**src/rtl/sdram_fill_pkg.sv**
```systemverilog
// sdram_fill_pkg: shared state encoding and pattern mode codes for the
// SDRAM fill engine and its pattern generator.
package sdram_fill_pkg;

    typedef enum logic [2:0] {
        IDLE     = 3'd0,
        WR_BURST = 3'd1,
        RD_CMD   = 3'd2,
        RD_DATA  = 3'd3,
        DONE     = 3'd4
    } fill_state_t;

    localparam logic [1:0] MODE_CONST = 2'd0;  // every word = seed
    localparam logic [1:0] MODE_INCR  = 2'd1;  // seed + index
    localparam logic [1:0] MODE_ALT   = 2'd2;  // seed / ~seed alternating
    localparam logic [1:0] MODE_ADDR  = 2'd3;  // word address zero-extended

endpackage

```
**src/rtl/sdram_fill_pattern.sv**
```systemverilog
// sdram_fill_pattern: combinational pattern word for a given beat index and
// word address. Used both for write data and for read-back comparison.
module sdram_fill_pattern
    import sdram_fill_pkg::*;
#(
    parameter int ADDR_W = 29,
    parameter int DATA_W = 64
) (
    input  logic [1:0]        mode,
    input  logic [DATA_W-1:0] seed,
    input  logic [ADDR_W-1:0] index,
    input  logic [ADDR_W-1:0] address,
    output logic [DATA_W-1:0] data
);

    // Select the pattern word; arithmetic wraps modulo 2^DATA_W.
    always_comb begin
        data = seed;
        case (mode)
            MODE_CONST: data = seed;
            MODE_INCR:  data = seed + DATA_W'(index);
            MODE_ALT:   data = index[0] ? ~seed : seed;
            MODE_ADDR:  data = DATA_W'(address);
            default:    data = seed;
        endcase
    end

endmodule

```
**src/rtl/sdram_fill_engine.sv**
```systemverilog
// sdram_fill_engine: writes a generated pattern over a word range through an
// Avalon-MM burst master. When SDRAM_FILL_VERIFY_EN is defined the range is
// read back burst by burst and mismatches are counted; otherwise the engine
// is write-only and the error outputs are tied to zero.
module sdram_fill_engine
    import sdram_fill_pkg::*;
#(
    parameter int ADDR_W    = 29,
    parameter int DATA_W    = 64,
    parameter int BURST_LEN = 8
) (
    input  logic                clk,
    input  logic                reset_n,
    input  logic                start,
    input  logic [ADDR_W-1:0]   base_addr,
    input  logic [ADDR_W-1:0]   length,
    input  logic [1:0]          mode,
    input  logic [DATA_W-1:0]   seed,
    output logic                busy,
    output logic                done,
    output logic [31:0]         error_count,
    output logic [ADDR_W-1:0]   first_err_addr,
    output logic [ADDR_W-1:0]   avm_address,
    output logic [7:0]          avm_burstcount,
    output logic [DATA_W/8-1:0] avm_byteenable,
    output logic                avm_write,
    output logic [DATA_W-1:0]   avm_writedata,
    output logic                avm_read,
    input  logic [DATA_W-1:0]   avm_readdata,
    input  logic                avm_readdatavalid,
    input  logic                avm_waitrequest
);

    localparam logic [ADDR_W-1:0] ONE_W = ADDR_W'(1);

    fill_state_t       state_q, state_d;
    logic [1:0]        mode_q;
    logic [DATA_W-1:0] seed_q;
    logic [ADDR_W-1:0] burst_addr_q;  // start address of the current burst
    logic [ADDR_W-1:0] rem_q;         // words left, current burst included
    logic [ADDR_W-1:0] cur_idx_q;     // pattern index of the next beat
    logic [ADDR_W-1:0] cur_addr_q;    // word address of the next beat
    logic [ADDR_W-1:0] rem_after;
    logic [7:0]        bc_q;
    logic [7:0]        beat_q;        // beats done within the current burst
    logic              launch;
    logic              wr_fire;
    logic              rd_fire;
    logic              beat_fire;
    logic              last_beat;

    // Burst size for a given number of outstanding words.
    function automatic logic [7:0] burst_of(input logic [ADDR_W-1:0] words);
        if (words < ADDR_W'(BURST_LEN))
            return words[7:0];
        return 8'(BURST_LEN);
    endfunction

    assign launch         = (state_q == IDLE) && start;
    assign wr_fire        = (state_q == WR_BURST) && !avm_waitrequest;
    assign beat_fire      = wr_fire || rd_fire;
    assign last_beat      = beat_fire && (beat_q == bc_q - 8'd1);
    assign rem_after      = rem_q - ADDR_W'(bc_q);

    assign avm_address    = burst_addr_q;
    assign avm_burstcount = bc_q;
    assign avm_byteenable = '1;

    sdram_fill_pattern #(.ADDR_W(ADDR_W), .DATA_W(DATA_W)) u_wr_pat (
        .mode    (mode_q),
        .seed    (seed_q),
        .index   (cur_idx_q),
        .address (cur_addr_q),
        .data    (avm_writedata)
    );

`ifdef SDRAM_FILL_VERIFY_EN
    logic [ADDR_W-1:0] base_q;
    logic [ADDR_W-1:0] len_q;
    logic [31:0]       err_cnt_q;
    logic [ADDR_W-1:0] first_err_q;
    logic [DATA_W-1:0] cmp_data;

    // Read data only counts while waiting for beats of an issued read.
    assign rd_fire = (state_q == RD_DATA) && avm_readdatavalid;

    sdram_fill_pattern #(.ADDR_W(ADDR_W), .DATA_W(DATA_W)) u_cmp_pat (
        .mode    (mode_q),
        .seed    (seed_q),
        .index   (cur_idx_q),
        .address (cur_addr_q),
        .data    (cmp_data)
    );

    // Keep the original range so the read pass can rewind to it.
    always_ff @(posedge clk) begin
        if (!reset_n) begin
            base_q <= '0;
            len_q  <= '0;
        end else if (launch) begin
            base_q <= base_addr;
            len_q  <= length;
        end
    end

    // Saturating mismatch counter; the first failing address is kept.
    always_ff @(posedge clk) begin
        if (!reset_n) begin
            err_cnt_q   <= '0;
            first_err_q <= '0;
        end else if (launch) begin
            err_cnt_q   <= '0;
            first_err_q <= '0;
        end else if (rd_fire && (cmp_data != avm_readdata)) begin
            if (err_cnt_q != '1)
                err_cnt_q <= err_cnt_q + 32'd1;
            if (err_cnt_q == '0)
                first_err_q <= cur_addr_q;
        end
    end

    assign error_count    = err_cnt_q;
    assign first_err_addr = first_err_q;
`else
    logic unused_rd;

    assign rd_fire        = 1'b0;
    assign error_count    = '0;
    assign first_err_addr = '0;
    assign unused_rd      = &{1'b0, avm_readdata, avm_readdatavalid};
`endif

    // State register.
    always_ff @(posedge clk) begin
        if (!reset_n)
            state_q <= IDLE;
        else
            state_q <= state_d;
    end

    // Next-state and bus strobes; a finished burst rolls straight into the next.
    always_comb begin
        state_d   = state_q;
        avm_write = 1'b0;
        avm_read  = 1'b0;
        done      = 1'b0;
        busy      = (state_q != IDLE);
        case (state_q)
            IDLE: begin
                if (start)
                    state_d = (length == '0) ? DONE : WR_BURST;
            end
            WR_BURST: begin
                avm_write = 1'b1;
                if (last_beat && (rem_after == '0))
`ifdef SDRAM_FILL_VERIFY_EN
                    state_d = RD_CMD;
`else
                    state_d = DONE;
`endif
            end
`ifdef SDRAM_FILL_VERIFY_EN
            RD_CMD: begin
                avm_read = 1'b1;
                if (!avm_waitrequest)
                    state_d = RD_DATA;
            end
            RD_DATA: begin
                if (last_beat)
                    state_d = (rem_after == '0) ? DONE : RD_CMD;
            end
`endif
            DONE: begin
                done    = 1'b1;
                state_d = IDLE;
            end
            default: state_d = IDLE;
        endcase
    end

    // Burst/beat bookkeeping shared by the write and read passes.
    always_ff @(posedge clk) begin
        if (!reset_n) begin
            mode_q       <= MODE_CONST;
            seed_q       <= '0;
            burst_addr_q <= '0;
            rem_q        <= '0;
            cur_idx_q    <= '0;
            cur_addr_q   <= '0;
            bc_q         <= '0;
            beat_q       <= '0;
        end else if (launch) begin
            mode_q       <= mode;
            seed_q       <= seed;
            burst_addr_q <= base_addr;
            cur_addr_q   <= base_addr;
            cur_idx_q    <= '0;
            rem_q        <= length;
            bc_q         <= burst_of(length);
            beat_q       <= '0;
        end else if (beat_fire) begin
            cur_idx_q  <= cur_idx_q + ONE_W;
            cur_addr_q <= cur_addr_q + ONE_W;
            beat_q     <= beat_q + 8'd1;
            if (last_beat) begin
                beat_q       <= '0;
                burst_addr_q <= burst_addr_q + ADDR_W'(bc_q);
                rem_q        <= rem_after;
                bc_q         <= burst_of(rem_after);
`ifdef SDRAM_FILL_VERIFY_EN
                if (wr_fire && (rem_after == '0)) begin
                    burst_addr_q <= base_q;
                    cur_addr_q   <= base_q;
                    cur_idx_q    <= '0;
                    rem_q        <= len_q;
                    bc_q         <= burst_of(len_q);
                end
`endif
            end
        end
    end

endmodule

```
**config.mk**
```make
export PLATFORM = sky130hd
export DESIGN_NAME = sdram_fill_engine
export DESIGN_NICKNAME = d
export VERILOG_FILES = /design/src/rtl/sdram_fill_pkg.sv /design/src/rtl/sdram_fill_pattern.sv /design/src/rtl/sdram_fill_engine.sv
export SDC_FILE = /design/constraint.sdc
export NUM_CORES = 1
export LEC_CHECK = 0
export ABC_AREA = 0
export CORE_ASPECT_RATIO = 1.75
export CORE_UTILIZATION = 35
export CTS_CLUSTER_DIAMETER = 150
export DETAILED_ROUTE_END_ITERATION = 12
export PLACE_DENSITY = 0.57
export SKIP_LAST_GASP = 1
export SLEW_MARGIN = 0
export SYNTH_ARGS = -nofsm -noshare
export SYNTH_HDL_FRONTEND = slang
export SYNTH_SLANG_ARGS = --single-unit
```
**constraint.sdc**
```tcl
create_clock -name clk -period 5.2 [get_ports clk]
set_input_delay 1.56 -clock clk [delete_from_list [all_inputs] [get_ports clk]]
set_output_delay 1.56 -clock clk [all_outputs]
set_load 0.1 [all_outputs]
```
==> impl_results.md <==
* Setup tns final at 0 ns
* Detailed placement HPWL at 37.37 mm
* Critical path type: flop to primary output
* Register Area at 4051 sq um
* Die footprint at 41440 sq um
* Clock sink count at 200
* Number of fill cells at between 3000 and 4000
* Min Clock Period, post-route at 5.182 ns
* Number of antenna violations at the first check in global routing at 0
* Grt met1 use at 26.23%
* Unrepaired setup endpoints after global routing: true
* # port buffers at around 230
* Worst endpoint data arrival time at 3.62 ns
* Cell taking the most area after synthesis: sky130_fd_sc_hd__dfxtp_1
* Non-Filler Cell Area, Final at 18830 sq um
* Number of pins with negative max-slew slack in the final report at 0
* Num ports at 367
* Worst setup EP type: primary output
* Cell Area, Synth at 14210 sq um
* Quantity of hold-fixing buffers added after cts at 0
* Count of maximum capacitance violations at 0
* Maximum count of clock buffers along a single path at 2
* Global routing's busiest layer: met2
* Remaining routing DRC violations at 0
* #FFs+latches synth at 200
* Total Nets Final at between 2000 and 2500
* Crit path required time at 3.64 ns
* Synth unique cells at roughly 70
* Pin count of the biggest net entering global routing at 97
* Post-Syn Instances at 1908
* Count of endpoints failing setup in the final report at 0
* GRT met2 Usage at 45.18%
* Global-route total usage across every layer at 23.85%
* TritonCTS clock tree: done
* Number of CTS-inserted buffers at 17
* Row cnt at 97
* Antenna cells at 0
* Worst-path maximum fanout at 6
* Tot Pwr at 4.960 mW
* Commonest non-fill, non-tap cell in the layout: sky130_fd_sc_hd__nand2_1
* Area Growth Syn to Fin at 32.52%
* Tightest Pin Transition at 1.046 ns
* Syn. warnings at 0
* Residual antenna-violating net count after detailed routing at 0
* Synthesized area per cell at 7.448 sq um
* Final period utilization at 99.65%
* Area of placed instances at 17750 sq um
* Post-DR vias/cell at ~5.5
* Total count of hold-check failures in the final report at 0
* Number of violations reported at the end of detailed-routing iteration 0 at 813
* GP Congestion at 0.9172
* CP cell instances: ha_4 > nand2_4 > or4_4 > or3_4 > o22ai_2 > buf_6 > o21ai_4 > a211oi_2 > buf_4 > nand3_2 > xor2_2 > o22ai_4 > buf_12
* Global-route wire length before repair at 77.05 mm
* Met3 Use GR at under 10%
* Routed WL at 49.68 mm
* Starting density of the core at between 30% and 40%
* Multi-input combinational cell area at ~10000 sq um
* Layout Skew at between 0.015 and 0.02 ns
* Worst max-slew margin expressed relative to the limit at 30.10%
* Share of final-layout standard cells stronger than drive strength 1 at around 15%
* Top cells by area, synth: sky130_fd_sc_hd__dfxtp_1 28%, sky130_fd_sc_hd__nand2_1 7.2%, sky130_fd_sc_hd__a21oi_1 5.5%
* Top cell family by delay on the critical path: simple AND/OR/NAND/NOR gates
* Largest incremental delay on the critical path at 0.56 ns
* Worst-path clk slew at 0.08 ns
* Startpoint type of the worst setup path: flop
* Average detailed-routed wire length per instance at 18.97 um
* Leading register cell type out of synthesis: sky130_fd_sc_hd__dfxtp_1
* Non-filler cells, final at 2619
* Share of flip-flops with an asynchronous set or reset after synthesis at 0%
* Worst IR drop on VDD at roughly 190 uV
* Commonest non-fill, non-tap cells in the layout: 269 x sky130_fd_sc_hd__nand2_1, 178 x sky130_fd_sc_hd__dfxtp_1, 166 x sky130_fd_sc_hd__clkdlybuf4s50_1
* Die extent in x at 154.3 um
* Outcome: complete, no violations
* CP bufs+invs at 3
* Min-delay worst type: flop to flop
* Count of flip-flops with a built-in enable after synthesis at 0
* LEAKAGE at 6.816 nW
* Insertion delay to the later sink of the worst-skew pair at 0.47 ns
* Via count of the routed design at 14503
* Number of global-route vias before repair at 14166
* Depth of the CTS H-tree at 4
* Overflow left after global routing at 0
* Top-area cell type share of the netlist area at 28.18%
* CTS Root Buffer Type: sky130_fd_sc_hd__clkbuf_16
* CP max-delay cell: sky130_fd_sc_hd__or4_4
* Maximum achievable frequency at 193.0 MHz
* Chip height at 268.6 um
* Register area share after synthesis at 28.18%
* Number of detailed-route iterations in the first pass at 5
* Power density over the cells at 263.4 nW/um^2
* Core Region at 40050 sq um
* Placed instance count at ~2600
==> metal layers <==
layer  vias up  routed length (um)
li1       7024                   -
met1      6908               19090
met2       473               26450
met3        98                2051
met4         0                2088
met5         -                   0
==> repair_timing <==
item,4_1_cts,5_1_grt
buffers inserted,8,8
pin swaps,17,21
cloned,1,0
resized for setup,65,24
setup endpoints to repair,37,26
==> registers in the layout, indices dropped and copies added, names as in the netlist <==
register	count
avm_address	29
avm_burstcount	8
beat_q	8
cur_addr_q	29
cur_idx_q	29
mode_q	2
rem_q	29
seed_q	64
state_q	2
==> per-stage QoR <==
step / hold slack (ns) / util [%] / setup WS [ns]
floorplan: 0.4562 / - / -0.004258
global placement: 0.4693 / 44.32 / 0.1292
detailed placement: 0.4819 / 44.32 / 0.1261
CTS: 0.4971 / 46.61 / 0.003967
global route: 0.5034 / 47.02 / -0.1016
finish: 0.4971 / 47.02 / 0.01830
==> layout make-up <==
cell class,count,share of cell area (%)
clock inverter,10,0.4518
clock buffer,21,2.392
inverter,50,0.9967
tap,495,3.289
timing repair buffer,290,18.13
sequential,200,21.51
multi-input combinational,1553,53.22
==> power breakdown <==
group	leakage (nW)	internal (mW)	switching [mW]
registers	1.65	1.62	0.125
clock network	0.249	0.633	0.651
logic	4.91	0.611	1.32
total	6.82	2.86	2.10
==> cells by family (layout without fill, tap and decap cells) <==
group / Yosys count / count (layout) / share of synthesized area (%)
AOI/OAI and AO/OA: 546 / 546 / 23.75
xor gates and xnor gates: 157 / 157 / 9.677
adders and majority gates: 52 / 52 / 4.737
buffers and inverters: 223 / 371 / 7.801
DFF: 200 / 200 / 28.18
muxes: 44 / 44 / 3.372
other: 2 / 70 / 0.05285
and+or+nand+nor: 684 / 684 / 22.44
==> path summary, 6_finish.rpt <==
kind         slack, ns              start           endpoint  cells past startpoint
min reg2reg       0.50          seed_q[0]          seed_q[0]                      2
min               0.50          seed_q[0]          seed_q[0]                      2
max               0.02      cur_idx_q[22]  avm_writedata[60]                     13
max reg2reg       1.13  avm_burstcount[4]  avm_burstcount[2]                     11
==> cell usage after synthesis, types with 14 or more instances <==
cell	number
sky130_fd_sc_hd__a21boi_0	77
sky130_fd_sc_hd__o21ai_0	138
sky130_fd_sc_hd__nand3_1	54
sky130_fd_sc_hd__nor2_1	136
sky130_fd_sc_hd__a22oi_1	31
sky130_fd_sc_hd__dfxtp_1	200
sky130_fd_sc_hd__a211oi_1	14
sky130_fd_sc_hd__xnor2_1	80
sky130_fd_sc_hd__or3_1	16
sky130_fd_sc_hd__xor2_1	77
sky130_fd_sc_hd__and3_1	39
sky130_fd_sc_hd__nor3_1	48
sky130_fd_sc_hd__nor2b_1	16
sky130_fd_sc_hd__nand4_1	32
sky130_fd_sc_hd__clkbuf_1	91
sky130_fd_sc_hd__inv_1	50
sky130_fd_sc_hd__a21oi_1	156
sky130_fd_sc_hd__mux2_2	31
sky130_fd_sc_hd__buf_4	70
sky130_fd_sc_hd__ha_1	49
sky130_fd_sc_hd__nand2_1	272
sky130_fd_sc_hd__o22ai_1	39
==> tightest hold or removal path: stages, from the launching register on <==
cell and delay [ns]:
sky130_fd_sc_hd__dfxtp_2 0.33, sky130_fd_sc_hd__nand2_1 0.05, sky130_fd_sc_hd__a21boi_0 0.07
(Power assumes the default switching activity.)
